`src/rtl/miner_work_ctrl.sv`:
```
`timescale 1ns/1ps
// miner_work_ctrl
//   Sequences the double-SHA-256 hasher pair. It latches work from the MIPI RX
//   path and generates nonce/cnt/feedback for the loop-folded transforms. It
//   qualifies golden tickets from the second transform, then buffers the found
//   nonces in a small FIFO. The FIFO drains to the MIPI TX path over a
//   send/busy handshake.
//
// Ports
//   hash_clk, reset            clock, asynchronous active-high reset
//   work_valid                 1-cycle pulse: new work on work_midstate/work_data
//   work_midstate[255:0]       midstate for the first transform
//   work_data[127:0]           block-2 header tail, only [95:0] used
//   hash2_top[31:0]            hash2[255:224] from the second transform
//   hasher_state[255:0]        rx_state to the first transform
//   hasher_data[511:0]         {padding, nonce, data[95:0]}
//   hasher_cnt[5:0]            round-group counter to both transforms
//   hasher_feedback            feedback select to both transforms
//   result_send/result_nonce   FIFO head presented to TX
//   result_busy                TX busy, used as the acknowledge
//   running, exhausted         FSM status (RUN / DONE)
//   overflow                   sticky: a golden nonce was dropped on a full FIFO
//
// States
//   S_IDLE  | waiting for first work, nothing issued
//   S_RUN   | issuing nonces into the hasher pipeline
//   S_DRAIN | last nonce issued, still detecting in-flight hashes
//   S_DONE  | full 2^32 range searched, waiting for new work
module miner_work_ctrl #(
  parameter int unsigned LOOP_LOG2       = 1,
  parameter int unsigned FIFO_DEPTH_LOG2 = 2
) (
  input  logic         hash_clk,
  input  logic         reset,
  input  logic         work_valid,
  input  logic [255:0] work_midstate,
  input  logic [127:0] work_data,
  input  logic [31:0]  hash2_top,
  output logic [255:0] hasher_state,
  output logic [511:0] hasher_data,
  output logic [5:0]   hasher_cnt,
  output logic         hasher_feedback,
  output logic         result_send,
  output logic [31:0]  result_nonce,
  input  logic         result_busy,
  output logic         running,
  output logic         exhausted,
  output logic         overflow
);

  localparam int unsigned LOOP   = 1 << LOOP_LOG2;
  // Pipeline depth from nonce issue to hash2_top, in clocks.
  localparam int unsigned OFFSET = (LOOP_LOG2 == 0) ? 131 :
                                   (LOOP_LOG2 == 1) ? 66  :
                                   (1 << (7 - LOOP_LOG2)) + 1;
  localparam int unsigned DEPTH  = 1 << FIFO_DEPTH_LOG2;
  localparam int unsigned PTR_W  = FIFO_DEPTH_LOG2 + 1;

  localparam logic [5:0]   CNT_MASK  = 6'(LOOP - 1);
  localparam logic [7:0]   OFFSET_C  = 8'(OFFSET);
  localparam logic [31:0]  OFFSET_32 = 32'(OFFSET);
  localparam logic [383:0] PAD       = {32'h0000_0280, 320'd0, 32'h8000_0000};

  typedef enum logic [1:0] {
    S_IDLE  = 2'd0,
    S_RUN   = 2'd1,
    S_DRAIN = 2'd2,
    S_DONE  = 2'd3
  } state_t;

  state_t         state_q, state_d;
  logic [31:0]    nonce_q, nonce_d;
  logic [5:0]     cnt_q, cnt_d, cnt_step;
  logic           fb_q, fb_d;
  logic [7:0]     flush_q, flush_d;
  logic [7:0]     drain_q, drain_d;
  logic [255:0]   midstate_q, midstate_d;
  logic [95:0]    data_q, data_d;
  logic [255:0]   hasher_state_q;
  logic [511:0]   hasher_data_q;
  logic           running_q, exhausted_q;

  logic           fb_d1_q;
  logic           golden_q, golden_d;
  logic           detect_en;

  logic [31:0]    fifo_mem_q [DEPTH];
  logic [PTR_W-1:0] wr_ptr_q, rd_ptr_q;
  logic [FIFO_DEPTH_LOG2-1:0] wr_idx, rd_idx;
  logic           fifo_empty, fifo_full;
  logic           hold_q, hold_d;
  logic           overflow_q;
  logic           push, pop, drop;
  logic [31:0]    push_nonce;

  logic           unused_work_bits;
  assign unused_work_bits = ^work_data[127:96];

  // Sequencer next-state
  always_comb begin
    state_d    = state_q;
    nonce_d    = nonce_q;
    cnt_d      = cnt_q;
    fb_d       = fb_q;
    drain_d    = drain_q;
    midstate_d = midstate_q;
    data_d     = data_q;
    cnt_step   = (cnt_q + 6'd1) & CNT_MASK;
    flush_d    = (flush_q != 8'd0) ? flush_q - 8'd1 : flush_q;

    if (work_valid) begin
      midstate_d = work_midstate;
      data_d     = work_data[95:0];
      nonce_d    = '0;
      cnt_d      = '0;
      fb_d       = 1'b0;
      drain_d    = '0;
      flush_d    = OFFSET_C;
      state_d    = S_RUN;
    end else begin
      unique case (state_q)
        S_IDLE: begin
          nonce_d = '0;
          cnt_d   = '0;
          fb_d    = 1'b0;
        end
        S_RUN: begin
          if (cnt_step == 6'd0) begin
            cnt_d = '0;
            fb_d  = 1'b0;
            // Last nonce already issued: stop rather than wrap.
            if (nonce_q == 32'hFFFF_FFFF) begin
              state_d = S_DRAIN;
              drain_d = OFFSET_C - 8'd1;
            end else begin
              nonce_d = nonce_q + 32'd1;
            end
          end else begin
            cnt_d = cnt_step;
            fb_d  = 1'b1;
          end
        end
        S_DRAIN: begin
          if (drain_q == 8'd0) state_d = S_DONE;
          else                 drain_d = drain_q - 8'd1;
        end
        S_DONE: begin
        end
        default: state_d = S_IDLE;
      endcase
    end
  end

  always_ff @(posedge hash_clk or posedge reset) begin
    if (reset) begin
      state_q        <= S_IDLE;
      nonce_q        <= '0;
      cnt_q          <= '0;
      fb_q           <= 1'b0;
      flush_q        <= '0;
      drain_q        <= '0;
      midstate_q     <= '0;
      data_q         <= '0;
      hasher_state_q <= '0;
      hasher_data_q  <= '0;
      running_q      <= 1'b0;
      exhausted_q    <= 1'b0;
    end else begin
      state_q        <= state_d;
      nonce_q        <= nonce_d;
      cnt_q          <= cnt_d;
      fb_q           <= fb_d;
      flush_q        <= flush_d;
      drain_q        <= drain_d;
      midstate_q     <= midstate_d;
      data_q         <= data_d;
      // Built from next-state values so the words line up with nonce_q.
      hasher_state_q <= midstate_d;
      hasher_data_q  <= {PAD, nonce_d, data_d};
      running_q      <= (state_d == S_RUN);
      exhausted_q    <= (state_d == S_DONE);
    end
  end

  // Detection: the work_valid cycle is excluded because a hit seen then would be
  // pushed against the already-cleared nonce.
  assign detect_en = ((state_q == S_RUN) || (state_q == S_DRAIN)) &&
                     (flush_q == 8'd0) && !work_valid;
  assign golden_d  = (hash2_top == 32'd0) && !fb_d1_q && detect_en;

  // Result FIFO
  assign wr_idx     = wr_ptr_q[FIFO_DEPTH_LOG2-1:0];
  assign rd_idx     = rd_ptr_q[FIFO_DEPTH_LOG2-1:0];
  assign fifo_empty = (wr_ptr_q == rd_ptr_q);
  assign fifo_full  = (wr_ptr_q[PTR_W-1] != rd_ptr_q[PTR_W-1]) && (wr_idx == rd_idx);

  // hold_q masks the head after a pop until busy drops, so one busy pulse
  // acknowledges exactly one word.
  assign result_send  = !fifo_empty && !hold_q;
  assign result_nonce = fifo_empty ? 32'd0 : fifo_mem_q[rd_idx];

  assign pop        = result_send && result_busy;
  assign push       = golden_q && (!fifo_full || pop);
  assign drop       = golden_q && fifo_full && !pop;
  assign push_nonce = nonce_q - OFFSET_32;
  assign hold_d     = pop || (hold_q && result_busy);

  always_ff @(posedge hash_clk or posedge reset) begin
    if (reset) begin
      fb_d1_q    <= 1'b0;
      golden_q   <= 1'b0;
      wr_ptr_q   <= '0;
      rd_ptr_q   <= '0;
      hold_q     <= 1'b0;
      overflow_q <= 1'b0;
    end else begin
      fb_d1_q  <= fb_q;
      golden_q <= golden_d;
      hold_q   <= hold_d;
      if (push) wr_ptr_q <= wr_ptr_q + PTR_W'(1);
      if (pop)  rd_ptr_q <= rd_ptr_q + PTR_W'(1);
      if (drop) overflow_q <= 1'b1;
    end
  end

  always_ff @(posedge hash_clk) begin
    if (push) fifo_mem_q[wr_idx] <= push_nonce;
  end

  assign hasher_state    = hasher_state_q;
  assign hasher_data     = hasher_data_q;
  assign hasher_cnt      = cnt_q;
  assign hasher_feedback = fb_q;
  assign running         = running_q;
  assign exhausted       = exhausted_q;
  assign overflow        = overflow_q;

endmodule

```
`config.mk`:
```
export PLATFORM = sky130hd
export DESIGN_NAME = miner_work_ctrl
export DESIGN_NICKNAME = d
export VERILOG_FILES = /design/src/rtl/miner_work_ctrl.sv
export SDC_FILE = /design/constraint.sdc
export NUM_CORES = 1
export LEC_CHECK = 0
export ABC_AREA = 1
export CAP_MARGIN = 20
export CELL_PAD_IN_SITES_DETAIL_PLACEMENT = 1
export CELL_PAD_IN_SITES_GLOBAL_PLACEMENT = 1
export CORE_AREA = 2 2 483 485
export CTS_CLUSTER_DIAMETER = 150
export CTS_CLUSTER_SIZE = 16
export DETAILED_ROUTE_END_ITERATION = 6
export DIE_AREA = 0 0 485 487
export HOLD_SLACK_MARGIN = 0.05
export PLACE_DENSITY_LB_ADDON = 0.1
export SYNTH_ARGS = -nofsm -noshare
export SYNTH_HDL_FRONTEND = slang
export SYNTH_SLANG_ARGS = --single-unit
```
`constraint.sdc`:
```
create_clock -name hash_clk -period 18.9 [get_ports hash_clk]
set_clock_uncertainty 0.1 [all_clocks]
set_input_delay 5.67 -clock hash_clk [delete_from_list [all_inputs] [get_ports hash_clk]]
set_output_delay 5.67 -clock hash_clk [all_outputs]
set_load 0.03 [all_outputs]
```
## Yosys cells after proc, flatten, opt, wreduce, memory -nomap -nowiden

Memories as Yosys holds them, arrays and structs flattened.
Index checks and enable logic that the tools add are counted.

- Register bits after elaboration: 550
- Bits in writable memories: 128
- Output and inout port bits: 811
- Logic and storage cells: 92
- Memories kept: 1

- Add/sub/neg operators: 7
- Equal/unequal tests: 11
- Mux-type cells: 26
- Reduce and logical (&&, ||, !) cells: 30

Memories:

| name | depth | width | rd ports | clocked after Yosys merged registers in | write ports | RTL line | RTL |
|---|---|---|---|---|---|---|---|
| fifo_mem_q | 4 | 32 | 1 | 0 | 1 | 87 | `logic [31:0] fifo_mem_q [DEPTH];` |

Operators with widths:

| operator | number |
|---|---|
| $mux 32 | 4 |
| $mux 96 | 1 |
| $pmux 32 s2 | 1 |
| $mux 8 | 6 |
| $add 32x1->32 const B | 1 |
| $eq 32x32->1 const B | 1 |
| $logic_not 32->1 | 1 |
| $sub 32x7->32 const B | 1 |
| $logic_not 8->1 | 2 |
| $pmux 8 s2 | 1 |
| $sub 8x1->8 const B | 2 |
| $pmux 6 s2 | 1 |
| $logic_and 1x1->1 | 11 |
| $ne 3x3->1 const B | 3 |
| $mux 2 | 4 |
| $reduce_bool 8->1 | 1 |
| $add 3x1->3 const B | 2 |
| $logic_not 1->1 | 6 |
| $logic_not 6->1 | 1 |
| $mux 6 | 1 |
| $reduce_bool 3->1 | 2 |
| $mux 1 | 5 |
| $eq 2x1->1 const B | 2 |
| $eq 2x2->1 const B | 2 |
| 10 further kinds | 12 |

## Logic depth before layout (Yosys ltp)

Gate-level depths: netlist (run 1).

- Depth after elaboration: 8
- Mapped depth: 13
- Mapped depth without buffers: 13

## Least setup slack after synthesis (run 1)

Ideal clock, no wire load.

- Kind: input port to flip-flop
- Start point: in result_busy
- End point: mem fifo_mem_q[0][0], enable pin
- Data arrival time: 7.443 ns
- Required time: 18.379 ns
- Slack: 10.936 ns
- Stages on the path: 4
- Path through: nand3_1 -> nand2_1 -> nand2_1 -> nor2_1

- Word-level cells in the longest chain between the ends: 5

RTL lines:

| element | RTL line | RTL |
|---|---|---|
| start, declared | 45 | `input logic result_busy,` |
| $logic_and 1x1->1 | 202 | `assign pop = result_send && result_busy;` |
| $logic_or 1x1->1 | 203 | `assign push = golden_q && (!fifo_full \|\| pop);` |
| $logic_and 1x1->1 | 203 |  |
| $mux 1 | 227 | `if (push) fifo_mem_q[wr_idx] <= push_nonce;` |
| $mux 1 (not written as such) | 227 |  |
| end, declared | 87 |  |

No other way between the ends.

## Worst setup path in the final report (run 1)

- Start point: reg rd_ptr_q[0]
- End point: out result_nonce[27]

- Word-level cells in the longest chain between the ends: 2

RTL lines:

| element | RTL line | RTL |
|---|---|---|
| start, declared | 88 | `logic [PTR_W-1:0] wr_ptr_q, rd_ptr_q;` |
| start signal, assigned | 221 | `if (pop) rd_ptr_q <= rd_ptr_q + PTR_W'(1);` |
| $mem_v2 4x32 / $eq 3x3->1 (equally long branches) | n/a |  |
| $mux 32 * | 200 | `assign result_nonce = fifo_empty ? 32'd0 : fifo_mem_q[rd_idx];` |
| end, declared | 44 | `output logic [31:0] result_nonce,` |

Every way passes the cells marked *; elsewhere a longest branch is shown, timed or not.

==> results of run 1 <==
-- power breakdown --
part           internal (mW)  switching, mW
clock                  0.470          0.560
sequential              1.32         0.0618
combinational          0.285          0.626
total                   2.07           1.25
-- final timing paths --
path                                  start           endpoint  slack (ns)  cells after the start
min in group asynchronous             reset  hasher_state[113]        5.35                      2
max in group asynchronous             reset         flush_q[2]       11.25                      4
max reg2reg                     rd_ptr_q[0]  fifo_mem_q[0][26]       15.26                     10
min                        hasher_state[75]   hasher_state[75]        0.37                      2
min reg2reg                hasher_state[75]   hasher_state[75]        0.37                      2
max                             rd_ptr_q[0]   result_nonce[27]        9.41                      8
-- kinds of logic after synthesis --
group | count (synthesis)
flip-flops | 544
other | 2
XOR/XNOR | 35
AND/OR/NAND/NOR | 1544
adder cells (fa/ha/maj) | 15
AO/OA/AOI/OAI | 178
buffers and inverters | 654
-- worst max-delay path, stage by stage, from the launching register on --
cell,delay (ns)
dfrtp_2,0.39
buf_4,0.36
inv_2,0.39
buf_4,0.53
o21ai_0,0.15
o22ai_1,0.32
nand2_1,0.11
inv_1,0.08
clkdlybuf4s50_1,0.66
-- Yosys cell counts (all sizes together) --
cell and instances:
a21o 1, o21ai 117, a21oi 13, o22ai 40, nor3 20, a211oi 1
nand3 56, xor2 32, nor2 168, nand2 1261, a31oi 1, xnor2 3
clkinv 1, dfrtp 416, a31o 1, inv 139, nor4 11, or2 3
buf 426, and2 1, edfxtp 128, clkbuf 88, a22oi 1, nand4 24
ha 15, a21boi 1, conb 2, o21bai 2
-- registers in the layout, summed over array words and instances, names as in the netlist --
| register | count |
|---|---|
| running | 1 |
| fb_d1_q | 1 |
| nonce_q | 31 |
| hold_q | 1 |
| hasher_data | 3 |
| golden_q | 1 |
| hasher_state | 256 |
| overflow | 1 |
| drain_q | 8 |
| exhausted | 1 |
| flush_q | 8 |
| state_q | 2 |
| hasher_cnt | 1 |
| rd_ptr_q | 3 |
| data_q | 95 |
| fifo_mem_q | 128 |
| wr_ptr_q | 3 |
-- area by class of cell --
type                    count  area, sq um
repair buffers            844         8420
diodes                     17         42.5
well taps                3043         3810
clock buffers              57         1220
clock inverters            15          173
multi-input cells        2159         9110
inverters                 140          543
fillers                 27200       194000
flip-flops and latches    544        14300
-- per-stage QoR --
step	util	hold WS [ns]	instance area, sq um	worst slack [ns]
2_1_floorplan	-	0.355	27300	1.55
6_report	0.162	0.374	37600	9.41
3_3_place_gp	0.156	0.353	36100	9.59
4_1_cts	0.162	0.380	37500	9.18
3_5_place_dp	0.156	0.357	36100	9.62
5_1_grt	0.162	0.398	37500	9.12
-- metal layers --
metal / GRT usage / wire (microns) / up-vias
met1: 0.139 / 58800 / 10200
met3: 0.0470 / 12900 / 170
met2: 0.191 / 66100 / 721
met5: 0 / 207 / -
met4: 0.0230 / 2550 / 34
li1: - / - / 9997
==> results.md, run 1 <==
* Outcome: finished, final reports clean
* Sequential share of the synthesized area at 0.551
* Compound-Gate Fraction of Synth Area at 0.0392
* Max_slew headroom at 0.404
* Vias in the first global route at 22,200
* Setup_tns at 0 ns
* Syn. warnings at 0
* Adder-Cell Fraction of Synth Area at 0.00726
* Post-DP HPWL at 107,000 microns
* Clk sink count at 544
* CTS tree: built
* Power Density at 88.4 mW/mm^2
* Crit path launch type: flip-flop
* Core area at 0.231 sq mm
* Drt total wl at 141,000 microns
* Critical path class: reg -> out
* Antenna-violating nets left at 0
* RSZ-0062 raised after global routing: no
* Row Count at 177
* Later-pin clock latency in the skew report at 0.68 ns
* First-pass GRT wire length at 191,000 microns
* CTS Root Cell: clkbuf_16
* Crit path DAT at 3.72 ns
* Global route overflow at 0
* Crit Path Max Fanout at 67
* Yosys top cell area share at 0.402
* Clk buf depth at 3
* Seq cells post-synth at 544
* Mapped Area at 0.0259 sq mm
* Mapped Cells at 2,972
* Post-CTS sizing at 0
* Final setup vio count at 0
* CTS Hold Bufs at 0
* Setup bufs post-CTS at 0
* DRC Markers at 0
* Share of layout cells above drive strength 1 at 0.0394
* Gr usage total at 0.115
* HP Class: reg -> reg
* Die H at 487 microns
* Commonest cells after routing, fill and taps aside: nand2_1 (1,253), clkdlybuf4s50_1 (811), dfrtp_1 (415), conb_1 (387), nor2_1 (154)
* Die area at 0.236 sq mm
* Pwr Total at 3.32 mW
* Synth Area in Simple Gates at 0.236
* Peak VDD IR at 0.0529 mV
* Largest family of logic cells by synthesized area: simple AND/OR/NAND/NOR gates
* Hold violation count in the final report at 0
* Pin count of the biggest net entering global routing at 159
* Largest cells by area after synthesis: dfrtp_1 (40%), nand2_1 (18%), edfxtp_1 (15%)
* Period utilisation layout at 0.502
* Wirelength per Cell at 20.6 microns
* Layout Cells excl Fill at 6,819
* Pre-antenna DRT Iters at 4
* Kind of end point of the critical path: primary output
* Clock Pin Slew Worst Setup and Hold Paths at 0.09 ns
* GP Congestion at 0.737
* Post-synthesis xor/xnor area fraction at 0.0119
* Die width at 485 microns
* Area leader, netlist: dfrtp_1
* Initial antenna violation count at 64
* Post-synthesis cell type count at 45
* Layout area overhead at 45.3%
* Port Buffers at 812
* CP required at 13.13 ns
* Via/cell ratio at 3.10
* Commonest non-fill, non-tap cell in the layout: nand2_1
* Slew @ Worst Pin at 0.894 ns
* Max_cap viols at 0
* Final slew viol count at 0
* Post-synthesis mux area share at 0
* Cell count after placement at 6,729
* Total CTS buffers at 46
* Syn avg cell area at 8.70 sq um
* Vias at 21,100
* Initial core utilization at 0.112
* F_max at 0.105 GHz
* LEAKAGE at 16.6 nW
* H-tree levels at 2
* Final min period at 9.49 ns
* Nets at 4,170
* IO Pins at 1,231
* Initial DRC Count at 782
No activity file was read; power rests on OpenSTA's default activity.
==> inputs of run 2 (changes only) <==
Settings changed: CORE_AREA 2 2 483 485 to 2 2 486 488, DIE_AREA 0 0 485 487 to 0 0 488 490.
Clock period 18.9 ns to 8.3 ns, I/O delays scaled along.
==> run 2 against run 1 <==
Sequential cell count is the same. Sequential power grew 130%. Non-clock buffer count shrank 3. Worst hold slack lost 0.0028 ns. Via count is essentially flat. Global-route usage shrank 0.12 points. First-iteration DRC count grew 7.3%. Routed wire length shrank 0.34%. Clock-buffer cell count shrank 4. Register-to-register slack lost 11 ns.
==> results.md, run 2 (synthesis gave the netlist of run 1 again) <==
* RSZ-0062 raised after global routing: no
* Row Count at 178
* WHS at 0.371 ns
* Storage element area at 0.0143 sq mm
* Worst R2R Path Depth at 10
* Setup_tns at 0 ns
* CP required at 5.71 ns
* GP Congestion at 0.723
* Crit path DAT at 3.38 ns
* Critical path class: reg -> out
* CTS Hold Bufs at 0
* Post-CTS sizing at 0
* Slew @ Worst Pin at 0.920 ns
* Vias at 21,100
* Initial core utilization at 0.111
* Max_slew headroom at 0.386
* Pwr Total at 7.47 mW
* Die H at 490 microns
* CP peak stage delay at 0.68 ns
* Crit Path Max Fanout at 38
* Post-DP HPWL at 106,000 microns
* Initial DRC Count at 839
* HP Class: reg -> reg
* H-tree levels at 2
* DRC Markers at 0
* Multi-input logic area at 0.00911 sq mm
* Commonest non-fill, non-tap cell in the layout: nand2_1
* Instance area at placement at 0.0363 sq mm
* Period utilisation layout at 0.719
* # fillers at 27,600
* Worst Slack Setup Final at 2.33 ns
* Wirelength per Cell at 20.2 microns
* Port Buffers at 812
* Die width at 488 microns
* Pre-CTS setup slack at 2.94 ns
* Global route overflow at 0
* Final setup vio count at 0
* Max reg flops at 256
* Clk buf depth at 3
* IO Pins at 1,231
* Antenna-violating nets left at 0
* Crit-path slowest cell: clkdlybuf4s50_1
* Pre-antenna DRT Iters at 4
* Final min period at 5.97 ns
* First-pass GRT wire length at 191,000 microns
* Outcome: finished, final reports clean
* Die area at 0.239 sq mm
* CTS Root Cell: clkbuf_16
* Design area at 0.0376 sq mm
* Commonest cells after routing, fill and taps aside: nand2_1 (1,253), clkdlybuf4s50_1 (811), dfrtp_1 (415), conb_1 (387), nor2_1 (154)
* Peak VDD IR at 0.131 mV
* Layout area overhead at 45.4%
* Initial antenna violation count at 74
* Later-pin clock latency in the skew report at 0.68 ns
* Setup bufs post-CTS at 0
* Drt total wl at 140,000 microns
* CP cell instances: inv_2, buf_4, o21ai_0, o22ai_1, nand2_1, inv_1, clkdlybuf4s50_1
* Clock Pin Slew Worst Setup and Hold Paths at 0.08 ns
* CTS tree: built
* Vias in the first global route at 22,200
* Power Density at 199 mW/mm^2
* Kind of end point of the critical path: primary output
* Finished Core Util at 0.161
* Layout Cells excl Fill at 6,923
* Nets at 4,163
* Cell count after placement at 6,834
* Hold violation count in the final report at 0
* Total CTS buffers at 42
* Hold path depth at 2
* F_max at 0.167 GHz
* Max_cap viols at 0
* LEAKAGE at 16.6 nW
* Final slew viol count at 0
* Core area at 0.234 sq mm
* Share of layout cells above drive strength 1 at 0.0360
* Via/cell ratio at 3.05
* Gr usage total at 0.114
* Crit path launch type: flip-flop
* Pin count of the biggest net entering global routing at 146
* Clk sink count at 544
-- run 2: cell count changes in the layout (fill, tap and decap cells not counted), sizes merged --
cell,before,now
inv,144,139
clkinv,9,6
clkbuf,57,53
bufinv,0,2
diode,17,27
buf,33,30
-- run 2: where the power goes --
group | total [mW] | internal [mW] | switching, mW
clock network | 2.24 | 1.02 | 1.23
logic | 2.08 | 0.651 | 1.43
registers | 3.14 | 3.00 | 0.141
-- run 2: layout make-up --
type / count / area share
diodes: 27 / 0.00180
clock buffers: 53 / 0.0294
clock inverters: 9 / 0.00406
inverters: 140 / 0.0143
multi-input cells: 2159 / 0.242
flip-flops and latches: 544 / 0.379
well taps: 3150 / 0.105
repair buffers: 841 / 0.224
-- run 2: path summary, 6_finish.rpt --
check	start	to	slack [ns]
setup / recovery	rd_ptr_q[0]	result_nonce[1]	2.33
hold / removal	data_q[52]	data_q[52]	0.37
setup reg to reg	rd_ptr_q[0]	fifo_mem_q[0][16]	4.45
hold reg to reg	data_q[52]	data_q[52]	0.37
max in group asynchronous	reset	hasher_state[242]	4.53
min in group asynchronous	reset	hasher_state[53]	2.25
-- run 2: worst max-delay path: cells and delay by family, from the launching register on --
| kind | cells | cell delay [ns] |
|---|---|---|
| flops | 1 | 0.41 |
| simple gates | 1 | 0.09 |
| buf+inv | 4 | 1.76 |
| compound gates | 2 | 0.42 |
-- run 2: routing by layer --
metal,wire length (microns),vias to the layer above,global-route usage
li1,-,10000,-
met1,55900,10200,0.132
met2,66200,732,0.191
met3,14800,166,0.0537
met4,2980,30,0.0233
met5,167,-,0
